<file path="src/rtl/matrix_loader_pkg.sv">
// matrix_loader_pkg
// Shared definitions for the matrix loader and the multiplier FSM controller:
// the loader state enumeration, the default matrix dimension and the element
// address width. A couple of state-decode helpers live here so every user of
// the enumeration classifies states the same way.
//   N_DEFAULT  default matrix dimension (N*N elements per matrix)
//   ADDR_W     element address / counter width (N*N must not exceed 16)
package matrix_loader_pkg;

  localparam int N_DEFAULT = 3;
  localparam int ADDR_W    = 4;

  typedef enum logic [2:0] {
    IDLE   = 3'd0,
    LOAD_A = 3'd1,
    LOAD_B = 3'd2,
    CHECK  = 3'd3,
    GO     = 3'd4,
    DONE   = 3'd5
  } state_t;

  // States in which the loader accepts stream data.
  function automatic logic isLoadState(input state_t s);
    return (s == LOAD_A) || (s == LOAD_B) || (s == CHECK);
  endfunction

  // States that make up an active load sequence.
  function automatic logic isBusyState(input state_t s);
    return isLoadState(s) || (s == GO);
  endfunction

endpackage

</file>
<file path="src/rtl/matrix_loader_if.sv">
// matrix_loader_if
// Bundles the stream handshake, the two store write ports and the status
// signals of the matrix loader.
//   master modport : stream source / store / controller side
//   slave  modport : the loader itself
//   start_i, din, din_valid            -> loader
//   din_ready, WRITE_EN_A, WRITE_EN_B,
//   wr_addr, wr_data, go_o, loaded,
//   busy, err                          <- loader
interface matrix_loader_if
  import matrix_loader_pkg::*;
#(
  parameter int DATA_W = 8
) ();

  logic              start_i;
  logic [DATA_W-1:0] din;
  logic              din_valid;
  logic              din_ready;
  logic              WRITE_EN_A;
  logic              WRITE_EN_B;
  logic [ADDR_W-1:0] wr_addr;
  logic [DATA_W-1:0] wr_data;
  logic              go_o;
  logic              loaded;
  logic              busy;
  logic              err;

  modport master (
    output start_i, din, din_valid,
    input  din_ready, WRITE_EN_A, WRITE_EN_B, wr_addr, wr_data,
    input  go_o, loaded, busy, err
  );

  modport slave (
    input  start_i, din, din_valid,
    output din_ready, WRITE_EN_A, WRITE_EN_B, wr_addr, wr_data,
    output go_o, loaded, busy, err
  );

endinterface

</file>
<file path="src/rtl/elem_counter.sv">
// elem_counter
// Row-major element index counter for the matrix loader. Counts 0..N*N-1 and
// wraps back to 0 on the increment after the last element.
//   CLK       clock, rising edge
//   RST       synchronous reset, active low
//   i_clear   force the count to 0 (priority over i_enable)
//   i_enable  advance the count by one
//   o_count   current element index
//   o_tc      terminal count: o_count is the last element N*N-1
module elem_counter
  import matrix_loader_pkg::*;
#(
  parameter int N = N_DEFAULT
) (
  input  logic              CLK,
  input  logic              RST,
  input  logic              i_clear,
  input  logic              i_enable,
  output logic [ADDR_W-1:0] o_count,
  output logic              o_tc
);

  localparam logic [ADDR_W-1:0] LAST = ADDR_W'(N * N - 1);

  logic [ADDR_W-1:0] r_count;

  // Clear wins over enable so a restart always begins at element 0.
  always_ff @(posedge CLK) begin
    if (!RST) begin
      r_count <= '0;
    end else if (i_clear) begin
      r_count <= '0;
    end else if (i_enable) begin
      r_count <= (r_count == LAST) ? '0 : r_count + ADDR_W'(1);
    end
  end

  assign o_count = r_count;
  assign o_tc    = (r_count == LAST);

endmodule

</file>
<file path="src/rtl/matrix_loader.sv">
// matrix_loader
// Streams 2*N*N elements into the A store then the B store (row-major), then
// issues a one-cycle go pulse to the multiplier controller and reports loaded.
//   CLK   clock, rising edge
//   RST   synchronous reset, active low
//   bus   matrix_loader_if.slave: stream input, store write ports, status
// Optional feature macro: LOADER_CHECKSUM_EN
//   When defined, a modulo-256 sum of all loaded elements is kept and one extra
//   stream word received in CHECK must equal it; a mismatch raises err and
//   returns to IDLE without a go pulse. When undefined, err is tied low.
module matrix_loader
  import matrix_loader_pkg::*;
#(
  parameter int DATA_W = 8,
  parameter int N      = N_DEFAULT
) (
  input logic            CLK,
  input logic            RST,
  matrix_loader_if.slave bus
);

  state_t r_state;
  state_t w_nextState;
  logic   r_dinReady;
  logic   r_busy;
  logic   r_goO;
  logic   r_loaded;

  logic              w_transfer;
  logic              w_writeA;
  logic              w_writeB;
  logic              w_startLoad;
  logic              w_lastElem;
  logic [ADDR_W-1:0] w_count;
  logic [DATA_W-1:0] w_wrData;

  // Gating with RST keeps the stores untouched in a cycle where reset is held.
  assign w_transfer  = RST && bus.din_valid && r_dinReady;
  assign w_writeA    = w_transfer && (r_state == LOAD_A);
  assign w_writeB    = w_transfer && (r_state == LOAD_B);
  assign w_startLoad = bus.start_i && ((r_state == IDLE) || (r_state == DONE));
  assign w_wrData    = (w_writeA || w_writeB) ? bus.din : '0;

  elem_counter #(
    .N (N)
  ) u_elemCounter (
    .CLK      (CLK),
    .RST      (RST),
    .i_clear  (w_startLoad),
    .i_enable (w_writeA || w_writeB),
    .o_count  (w_count),
    .o_tc     (w_lastElem)
  );

`ifdef LOADER_CHECKSUM_EN
  logic [7:0] r_checksum;
  logic       r_err;
  logic       w_sumMatch;

  assign w_sumMatch = (8'(bus.din) == r_checksum);

  // Running sum of loaded elements; err is sticky until the next start.
  always_ff @(posedge CLK) begin
    if (!RST) begin
      r_checksum <= '0;
      r_err      <= 1'b0;
    end else if (w_startLoad) begin
      r_checksum <= '0;
      r_err      <= 1'b0;
    end else begin
      if (w_writeA || w_writeB) begin
        r_checksum <= r_checksum + 8'(bus.din);
      end
      if (w_transfer && (r_state == CHECK) && !w_sumMatch) begin
        r_err <= 1'b1;
      end
    end
  end

  assign bus.err = r_err;
`else
  assign bus.err = 1'b0;
`endif

  // Next-state decode; the registered outputs below are derived from it so
  // they change on the same edge as the state.
  always_comb begin
    w_nextState = r_state;
    case (r_state)
      IDLE, DONE: begin
        if (bus.start_i) w_nextState = LOAD_A;
      end
      LOAD_A: begin
        if (w_writeA && w_lastElem) w_nextState = LOAD_B;
      end
      LOAD_B: begin
`ifdef LOADER_CHECKSUM_EN
        if (w_writeB && w_lastElem) w_nextState = CHECK;
`else
        if (w_writeB && w_lastElem) w_nextState = GO;
`endif
      end
      CHECK: begin
`ifdef LOADER_CHECKSUM_EN
        if (w_transfer) w_nextState = w_sumMatch ? GO : IDLE;
`else
        w_nextState = IDLE;
`endif
      end
      GO:      w_nextState = DONE;
      default: w_nextState = IDLE;
    endcase
  end

  // State register with registered status outputs.
  always_ff @(posedge CLK) begin
    if (!RST) begin
      r_state    <= IDLE;
      r_dinReady <= 1'b0;
      r_busy     <= 1'b0;
      r_goO      <= 1'b0;
      r_loaded   <= 1'b0;
    end else begin
      r_state    <= w_nextState;
      r_dinReady <= isLoadState(w_nextState);
      r_busy     <= isBusyState(w_nextState);
      r_goO      <= (w_nextState == GO);
      r_loaded   <= (w_nextState == DONE);
    end
  end

  assign bus.din_ready  = r_dinReady;
  assign bus.busy       = r_busy;
  assign bus.go_o       = r_goO;
  assign bus.loaded     = r_loaded;
  assign bus.WRITE_EN_A = w_writeA;
  assign bus.WRITE_EN_B = w_writeB;
  assign bus.wr_addr    = w_count;
  assign bus.wr_data    = w_wrData;

endmodule

</file>
<file path="src/flat_wrapper.sv">
// flat-port wrapper written by rule: the top's interface ports become plain ports
module matrix_loader_flat import matrix_loader_pkg::*;
#(
  parameter int DATA_W = 8,
  parameter int N      = N_DEFAULT
)
  (CLK, RST, bus_start_i, bus_din, bus_din_valid, bus_din_ready, bus_WRITE_EN_A, bus_WRITE_EN_B, bus_wr_addr, bus_wr_data, bus_go_o, bus_loaded, bus_busy, bus_err);
  matrix_loader_if #(.DATA_W(DATA_W)) bus_i ();
  input logic CLK;
  input logic RST;
  input wire logic [$bits(bus_i.start_i)-1:0] bus_start_i;
  input wire logic [$bits(bus_i.din)-1:0] bus_din;
  input wire logic [$bits(bus_i.din_valid)-1:0] bus_din_valid;
  output wire logic [$bits(bus_i.din_ready)-1:0] bus_din_ready;
  output wire logic [$bits(bus_i.WRITE_EN_A)-1:0] bus_WRITE_EN_A;
  output wire logic [$bits(bus_i.WRITE_EN_B)-1:0] bus_WRITE_EN_B;
  output wire logic [$bits(bus_i.wr_addr)-1:0] bus_wr_addr;
  output wire logic [$bits(bus_i.wr_data)-1:0] bus_wr_data;
  output wire logic [$bits(bus_i.go_o)-1:0] bus_go_o;
  output wire logic [$bits(bus_i.loaded)-1:0] bus_loaded;
  output wire logic [$bits(bus_i.busy)-1:0] bus_busy;
  output wire logic [$bits(bus_i.err)-1:0] bus_err;
  assign bus_i.start_i = bus_start_i;
  assign bus_i.din = bus_din;
  assign bus_i.din_valid = bus_din_valid;
  assign bus_din_ready = bus_i.din_ready;
  assign bus_WRITE_EN_A = bus_i.WRITE_EN_A;
  assign bus_WRITE_EN_B = bus_i.WRITE_EN_B;
  assign bus_wr_addr = bus_i.wr_addr;
  assign bus_wr_data = bus_i.wr_data;
  assign bus_go_o = bus_i.go_o;
  assign bus_loaded = bus_i.loaded;
  assign bus_busy = bus_i.busy;
  assign bus_err = bus_i.err;
  matrix_loader #(.DATA_W(DATA_W), .N(N)) u_core (.CLK(CLK), .RST(RST), .bus(bus_i));
endmodule
</file>
<file path="config.mk">
export PLATFORM = sky130hd
export DESIGN_NAME = matrix_loader_flat
export DESIGN_NICKNAME = d
export VERILOG_FILES = /design/src/rtl/matrix_loader_pkg.sv /design/src/rtl/matrix_loader_if.sv /design/src/rtl/elem_counter.sv /design/src/rtl/matrix_loader.sv /design/src/flat_wrapper.sv
export SDC_FILE = /design/constraint.sdc
export NUM_CORES = 1
export LEC_CHECK = 0
export ABC_AREA = 1
export BUFFER_PORTS_ARGS = -buffer_cell sky130_fd_sc_hd__buf_2
export CORE_MARGIN = 2
export CORE_UTILIZATION = 43
export CTS_CLUSTER_DIAMETER = 30
export CTS_CLUSTER_SIZE = 30
export DETAILED_ROUTE_END_ITERATION = 12
export PLACE_DENSITY = 0.87
export SYNTH_ARGS = -nofsm -noshare
export SYNTH_HDL_FRONTEND = slang
export SYNTH_SLANG_ARGS = --single-unit
</file>
<file path="constraint.sdc">
create_clock -name CLK -period 1.5 [get_ports CLK]
set_clock_uncertainty 0.05 [all_clocks]
set_input_delay 0.3 -clock CLK [delete_from_list [all_inputs] [get_ports CLK]]
set_output_delay 0.3 -clock CLK [all_outputs]
set_load 0.005 [all_outputs]
</file>
# Word-level counts from Yosys, hierarchy flattened
# Index checks and enable logic that the tools add are counted.
[totals]
regBits = 11
latchBits = 0
mem_bits_rw = 0
rom_bits = 0
in_bits = 12
output_inout_bits = 19
n_memories = 0
[classes]
n_addsub = 1
multipliers = 0
div_mod_pow = 0
order_cmp = 0
n_eq_ne = 10
n_shift = 0
muxes = 6
bitwise_logic = 1
reduce_logical = 15
[op_table]
columns = ["op", "count"]
rows = [
  ["3-bit == test, second input constant", 4],
  ["3-bit one-hot mux with 4 select lines", 1],
  ["3-bit by 2-bit == test with 1-bit output, second input constant", 3],
  ["3-bit 2-to-1 mux", 3],
  ["8-bit 2-to-1 mux", 1],
  ["1-bit logical AND", 7],
  ["3-bit by 1-bit == test with 1-bit output, second input constant", 2],
  ["1-bit logical OR", 5],
  ["4-bit by 1-bit adder with 4-bit output, second input constant", 1],
  ["4-bit == test, second input constant", 1],
  ["4-bit 2-to-1 mux", 1],
  ["2-bit OR reduction", 2],
  ["3-bit logical NOT", 1],
  ["1-bit inverter", 1],
]

# Logic depth before layout (Yosys ltp)
# Gate-level depths: netlist of run 1.
[depth]
word_depth = 10
depth_mapped = 9

# By module
# A second synthesis of run 1 with hierarchy kept.
[unflattened]
hier_cells = 94
area_unflattened_um2 = 619.3
[modules_own_cells]
columns = ["module", "n_inst", "cells_each", "area_per_inst_um2"]
rows = [
  ["matrix_loader", 1, 62, 404.1],
  ["elem_counter", 1, 32, 215.2],
]

# Worst setup path before layout of run 1
# Ideal clock, no wire load.
[synth_path]
path_type = "reg-to-output"
from = "register u_core.r_state[1]"
to = "output port bus_wr_data[0]"
t_arrival_ns = 1.033
t_required_ns = 1.150
path_slack_ns = 0.117
stages_incl_launch_ff = 7
n_path_buf = 1
path_cell_list = "dfxtp_1 inv_1 nand3_1 o21ai_2 inv_2 buf_6 nor2_1"
[synth_between]
elab_chain_cells = 4
elab_cells_between_ends = 6
classes_between = "eq/ne (2); mux (1); reduce/logical (3)"
[synth_lines]
columns = ["element", "line_no", "rtl"]
rows = [
  ["start: declaration", "matrix_loader.sv:22", "state_t r_state;"],
  ["start signal: assignment", "matrix_loader.sv:124", "r_state <= w_nextState;"],
  ["3-bit by 1-bit == test with 1-bit output / 3-bit by 2-bit == test with 1-bit output (equally long branches)", "matrix_loader.sv:39, matrix_loader.sv:40", ""],
  ["1-bit logical AND, on equally long branches", "matrix_loader.sv:39, matrix_loader.sv:40", ""],
  ["1-bit logical OR *", "matrix_loader.sv:42", "assign w_wrData = (w_writeA || w_writeB) ? bus.din : '0;"],
  ["8-bit 2-to-1 mux *", "matrix_loader.sv:42", ""],
  ["end: declaration", "flat_wrapper.sv:18", "output wire logic [$bits(bus_i.wr_data)-1:0] bus_wr_data;"],
]
# Mark *: on every way between the ends. The rest lies on a longest branch, timed or not.

# Final worst setup path of run 1
# Same ends and word-level chain as after synthesis.

==> summary.md, run 1 <==
| Metric | Value |
|---|---|
| Status | finished, violations left |
| Failing checks | negative setup slack |
| Final worst path period share | 112% |
| Fin. Hold Viols | 0 |
| H-Tree Depth | 1 |
| DR iter-0 viols | 4 |
| Fillers | approximately 130 |
| CP arrival | around 1.3 ns |
| RSZ-0062 raised after global routing | true |
| Diodes inserted | 0 |
| Dpl cell area | just over 800 um^2 |
| Setup Viol. Count Final | 8 |
| Largest family of logic cells by synthesized area | simple AND/OR/NAND/NOR gates |
| Die area | roughly 1800 um^2 |
| CP Class | reg -> out |
| Clk buf depth | 2 |
| CP top delay family | flip-flops |
| CTS clk-pin slew, worst paths | ~0.06 ns |
| Post-synth EDFFs | 0 |
| # port buffers | 29 |
| Required @ worst endpoint | ~1.2 ns |
| Worst path max stage delay | slightly below 0.4 ns |
| Dpl hpwl | 1220 um |
| Tot Pwr | about 0.57 mW |
| Post-Synthesis Net Count | 109 |
| Worst Slack Setup Final | -0.184 ns |
| Worst Reg-to-Reg Cells | 9 |
| Top cell type's share of synthesized area | a little over a third |
| Reg-to-reg startpoint | u_core.u_elemCounter.o_count[1] |
| Via density | ~4.7 |
| Ys flop type | dfxtp_1 |
| FF+latch area | between 200 and 250 um^2 |
| WHS Path Cells | 3 |
| Xor/xnor cell area share of the yosys netlist | between 1 and 1.5% |
| Hold EP | u_core.r_state[2] |
| DRC violations left | 0 |
| CTS Buf Count | 3 |
| DRT antenna net count | 0 |
| R2r setup slk | roughly 0.060 ns |
| #FFs+latches synth | 11 |
| # IOs | 31 |
| Initial antenna violation count | 0 |
| Vias in the first global route | 638 |
| Pre-antenna DRT Iters | 3 |
| Mapped Avg Cell Area | 6.62 um^2 |
| Min cycle time layout | around 1.7 ns |
| Synth area leader | dfxtp_1 |
| Mux share of post-synthesis cell area | 0% |
| Later-pin clock latency in the skew report | 0.26 ns |
| Synth area leaders | dfxtp_1 35%, inv_1 12%, nand2_1 9.5% |
| Initial Utilization | between 40 and 50% |
| WHS | about 0.28 ns |
| Share of layout cells above drive strength 1 | a little over two fifths |
| Final GP Congestion | ~0.73 |
| Startpoint type of the worst setup path | flop |
| CTS tree | yes |
| Tot GR Track Use | 18.6% |
| Non-Filler Instances | roughly 150 |
| Netlist Area Pre-Place | roughly 630 um^2 |
| Total gr overflow | 0 |
| Hold_sp | RST |
| Area grow syn2layout | 38.8% |
| Post-route cell area | between 800 and 900 um^2 |
| Peak supply drop | ~480 uV |
| CORE AREA | 1330 um^2 |
| Buf+Inv Stages, Crit Path | 2 |
| Clock sinks | 11 |
| Wire length of the first global-routing pass | 2600 um |
| CTS root buf | clkbuf_4 |
| Leak | between 0.5 and 0.6 nW |
| Adder-Cell Fraction of Synth Area | under 10% |
| Post-synthesis compound-gate area fraction | ~6.6% |
| Part of the Yosys area used for sequential elements | 35.0% |
| Synthesis Warnings | 0 |
| Die width | ~42 um |
| Cell variety after synth | 19 |
| CP max stage cell | dfxtp_1 |
| Max-slew violation total from the final report | 0 |
| CP Cell Sequence | nand2_1 -> nor2_2 -> nand2_2 -> o21ai_4 -> inv_4 -> nor2_1 -> buf_2 |
| Post-Route WL | 1610 um |
| Multi-input combinational cell area | between 300 and 400 um^2 |
| Syn Inst Count | 95 |
| Critical path origin | u_core.r_state[1] |
| Largest net degree at the start of global routing | 10 |
| Most frequent cells after synthesis | 20 x inv_1, 16 x nand2_1, 14 x nor2_1, 11 x dfxtp_1, 8 x nand3_1 |
| Top-count cell post-synth | inv_1 |
| Rows | 13 |
| # Max-Cap Violations | 0 |
| FFs w/ async S/R, synth | 0% |
| Nets@finish | about 150 |
| # placed instances | 142 |
| Worst-path maximum fanout | 9 |
| Vias | 697 |
| Reg-to-Reg End | u_core.bus.busy |
| Power Density | approximately 650 nW/um^2 |
| Die H | approximately 42 um |
| Fmax | around 590 MHz |
| CTS Hold Bufs | 0 |
| Post-synthesis simple-gate area fraction | 35.8% |
| DR WL/cell | 10.9 um |
| Worst Setup End Kind | output pin |
| Hold crit path type | in -> reg |
through the flow:
| step | utilization [%] | worst slack, ns | setup TNS, ns |
|---|---|---|---|
| final | 65.5 | -0.184 | -1.35 |
| after global placement | 60.9 | 0.0797 | 0 |
| after detailed placement | 60.9 | 0.0174 | 0 |
| after floorplan | - | 0.117 | 0 |
| after CTS | 63.6 | -0.187 | -1.36 |
| after global routing | 65.5 | -0.284 | -2.42 |
tightest hold or removal path: cells and delay by family:
family | cells | cell delay [ns]
simple gates | 1 | 0.08
buf+inv | 2 | 0.19
metal layers:
layer | track usage [%] | wire, um | share of wire, %
met5 | 0 | 0 | 0
met3 | 3.88 | 140 | 8.7
met2 | 32.0 | 839 | 52
met4 | 9.38 | 10 | 0.62
met1 | 21.4 | 615 | 38
cells in the final DEF, fill, tap and decap left out, drive strengths merged:
master  netlist  layout
nand3         9       9
nor2         17      17
inv          22      22
clkbuf        0       4
nand4         3       3
nand2        20      20
clkinv        1       1
dfxtp        11      11
ha            2       2
buf           2      35
conb          1       1
o21ai         1       1
xor2          1       1
a21oi         5       5
kinds of logic after synthesis:
group	count (synthesis)
fa+ha+maj	2
other cells	1
compound gates	6
simple gates	49
buf+inv	25
flops	11
xor+xnor	1
how the worst max path moves through the flow:
stage / endpoint / cells past startpoint
2_1_floorplan: bus_wr_data[0] / 6
3_3_place_gp: u_core.bus.busy / 9
3_5_place_dp: bus_wr_data[0] / 8
4_1_cts: bus_wr_data[0] / 8
5_1_grt: bus_wr_data[3] / 8
6_report: bus_wr_data[0] / 7
state kept, by name (all words and copies together), names as in the netlist:
name / flops
u_core.bus.loaded: 1
u_core.bus.busy: 1
u_core.bus.din_ready: 1
u_core.r_state: 3
u_core.bus.go_o: 1
u_core.u_elemCounter.o_count: 4
where the power goes:
part           internal, mW  total, mW  switching, mW  leakage, nW
sequential            0.298      0.302        0.00444       0.0906
combinational        0.0309     0.0688         0.0380        0.402
clock                 0.103      0.195         0.0918       0.0150
timing repair:
action | in CTS | in global routing
pin swaps | 1 | 0
buffers inserted | 0 | 1
gates resized for setup | 5 | 5
setup endpoints to repair | 8 | 16
layout make-up:
cell class | instances | share of cell area (%)
Sequential cell | 11 | 25.8
Tap cell | 15 | 2.15
Clock buffer | 4 | 3.01
Timing Repair Buffer | 35 | 21.8
Multi-Input combinational cell | 59 | 37.1
Inverter | 23 | 10.2
(Power assumes the default switching activity.)
==> inputs of run 2 (changes only) <==
- CELL_PAD_IN_SITES_DETAIL_PLACEMENT: unset -> 1
- CELL_PAD_IN_SITES_GLOBAL_PLACEMENT: unset -> 2
- CORE_UTILIZATION: 43 -> 21
- PLACE_DENSITY: 0.87 -> 0.85
==> run 2 against run 1 <==
The flow finishes with violations (design-rule violations, negative setup slack). Sequential share of layout area is 2.3 points lower. Non-clock buffer count is 6 higher. Global-route usage is 8.0 points lower. First-iteration DRC count grew to 4.5 times the previous value. Hold slack better by 0.090 ns. Via count is 7.0% higher. Sequential cell count stayed put. Clock power is 7% higher. Final cell count is 16% higher. Critical path depth is 1 higher. Highest routed layer unchanged.
==> summary.md, run 2 (synthesis results as in run 1) <==
| Metric | Value |
|---|---|
| Failing checks | design-rule violations, negative setup slack |
| FF+latch area | 230 um^2 (+2.2%) |
| Max-slew violation total from the final report | 0 (unchanged) |
| Wire length of the first global-routing pass | 2710 um (+4.2%) |
| Later-pin clock latency in the skew report | 0.27 ns (about the same) |
| CTS Buf Count | 3 (unchanged) |
| # port buffers | 29 (unchanged) |
| Worst Setup End Kind | output pin |
| Min cycle time layout | 1.74 ns (+0.0515 ns) |
| CP arrival | 1.39 ns (+0.06 ns) |
| Initial Utilization | 22.4% (-25 points) |
| Power Density | 604 nW/um^2 (-6.8%) |
| CP Cell Sequence | inv_4 -> nand2_4 -> nor2_4 -> nand2_2 -> o21ai_4 -> clkinvlp_4 -> nor2_1 -> buf_2 |
| DR iter-0 viols | 18 (+14) |
| Final GP Congestion | 0.762 (+4.3%) |
| Status | finished, violations left |
| CP Class | reg -> out |
| Vias in the first global route | 709 (+11%) |
| CTS clk-pin slew, worst paths | 0.08 ns (+0.02 ns) |
| Startpoint type of the worst setup path | flop |
| CTS root buf | clkbuf_4 |
| Via density | 4.39 (-7.5%) |
| Placement Setup Slack | 0.0326 ns (+0.0152 ns) |
| Required @ worst endpoint | 1.15 ns (about the same) |
| Fin. Hold Viols | 0 (unchanged) |
| Fillers | 386 (+200%) |
| Final worst path period share | 116% (+3.4 points) |
| R2r setup slk | 0.05 ns (about the same) |
| DRC violations left | 5 (+5) |
| Tot Pwr | 0.592 mW (+4.7%) |
| Largest net degree at the start of global routing | 10 (unchanged) |
| Nets@finish | 154 (+4.8%) |
| Multi-input combinational cell area | 349 um^2 (+7.7%) |
| CORE AREA | 2810 um^2 (+110%) |
| Dpl hpwl | 1470 um (+20%) |
| Tot GR Track Use | 10.5% (-8.0 points) |
| Clk buf depth | 2 (unchanged) |
| Total gr overflow | 0 (unchanged) |
| CTS tree | yes |
| Peak supply drop | 339 uV (-29%) |
| Most frequent cells in the layout | 29 x buf_2, 18 x inv_1, 15 x nand2_1, 12 x nor2_1, 12 x buf_4 |
| Fmax | 576 MHz (-3.0%) |
| Clock sinks | 11 (unchanged) |
| Hold crit path type | in -> reg |
| Core Util, Final | 35.0% (-31 points) |
| Pre-antenna DRT Iters | 8 (+5) |
| # IOs | 31 (unchanged) |
| Setup Viol. Count Final | 9 (+1) |
| CP max stage cell | dfxtp_4 |
| Most common cell after layout, fill and taps aside | buf_2 |
| Post-Route WL | 1950 um (+21%) |
| Leak | 0.553 nW (+8.9%) |
| Die H | 58.7 um (+39%) |
| Area grow syn2layout | 55.9% |
| DR WL/cell | 11.4 um (+4.8%) |
| Worst-path maximum fanout | 4 (-5) |
| Die width | 58.7 um (+39%) |
| Initial antenna violation count | 0 (unchanged) |
| DRT antenna net count | 0 (unchanged) |
| Die area | 3450 um^2 (+93%) |
| Vias | 746 (+7.0%) |
| Rows | 19 (+6) |
| H-Tree Depth | 1 (unchanged) |
| Diodes inserted | 0 (unchanged) |
| RSZ-0062 raised after global routing | true |
| Share of layout cells above drive strength 1 | 49.6% (+5.7 points) |
| # Max-Cap Violations | 0 (unchanged) |
| Worst Slack Setup Final | -0.236 ns (-0.0515 ns) |
| Worst path max stage delay | 0.37 ns (-0.02 ns) |
| Number of flip-flops in the largest register | 4 (unchanged) |
run 2: layout make-up:
cell class	instances	share of cell area, %
clock buffer	4	2.68
tap	31	3.95
timing repair buffer	41	24.0
sequential	11	23.5
inverter	23	9.57
timing repair inverter	1	0.765
multi-input combinational	59	35.6
run 2: worst max-delay path: cells and delay by family, from the launching register on:
family,cells,cell delay (ns)
buffers and inverters,3,0.34
AO/OA/AOI/OAI,1,0.09
flip-flops,1,0.37
AND/OR/NAND/NOR,4,0.31
run 2: per-stage QoR:
stage / hold slack [ns] / TNS, ns / cell area (um^2) / std cells
floorplan: 0.366 / 0 / 629 / 95
global placement: 0.472 / 0 / 840 / 159
detailed placement: 0.484 / 0 / 840 / 159
CTS: 0.346 / -1.49 / 883 / 164
global route: 0.407 / -2.40 / 981 / 170
finish: 0.373 / -1.55 / 981 / 170
run 2: path summary, 6_finish.rpt:
kind / from / endpoint / cells past startpoint
hold / removal: RST / u_core.r_state[2] / 4
setup / recovery: u_core.r_state[0] / bus_wr_data[3] / 8
hold reg to reg: u_core.u_elemCounter.o_count[2] / u_core.u_elemCounter.o_count[2] / 2
setup reg to reg: u_core.r_state[0] / u_core.u_elemCounter.o_count[2] / 10
run 2: what timing repair did:
action                                  4_1_cts  5_1_grt
endpoints found under the setup margin       10       15
gates resized for setup                       4       18
cloned                                        0        1
pin swaps                                     1        0
hold buffers                                  0        0
buffers inserted                              1        5
run 2: routing by layer:
layer | global-route usage, % | up-vias | share of wire, %
li1 | - | 373 | -
met1 | 9.37 | 332 | 38
met2 | 20.5 | 36 | 51
met3 | 3.52 | 5 | 9.5
met4 | 5.52 | 0 | 2.1
met5 | 0 | - | 0
run 2: power by group:
group	total [mW]	leakage [nW]	internal, mW	switching [mW]
clock network	0.208	0.0150	0.103	0.105
registers	0.302	0.0916	0.296	0.00601
logic	0.0815	0.447	0.0384	0.0431
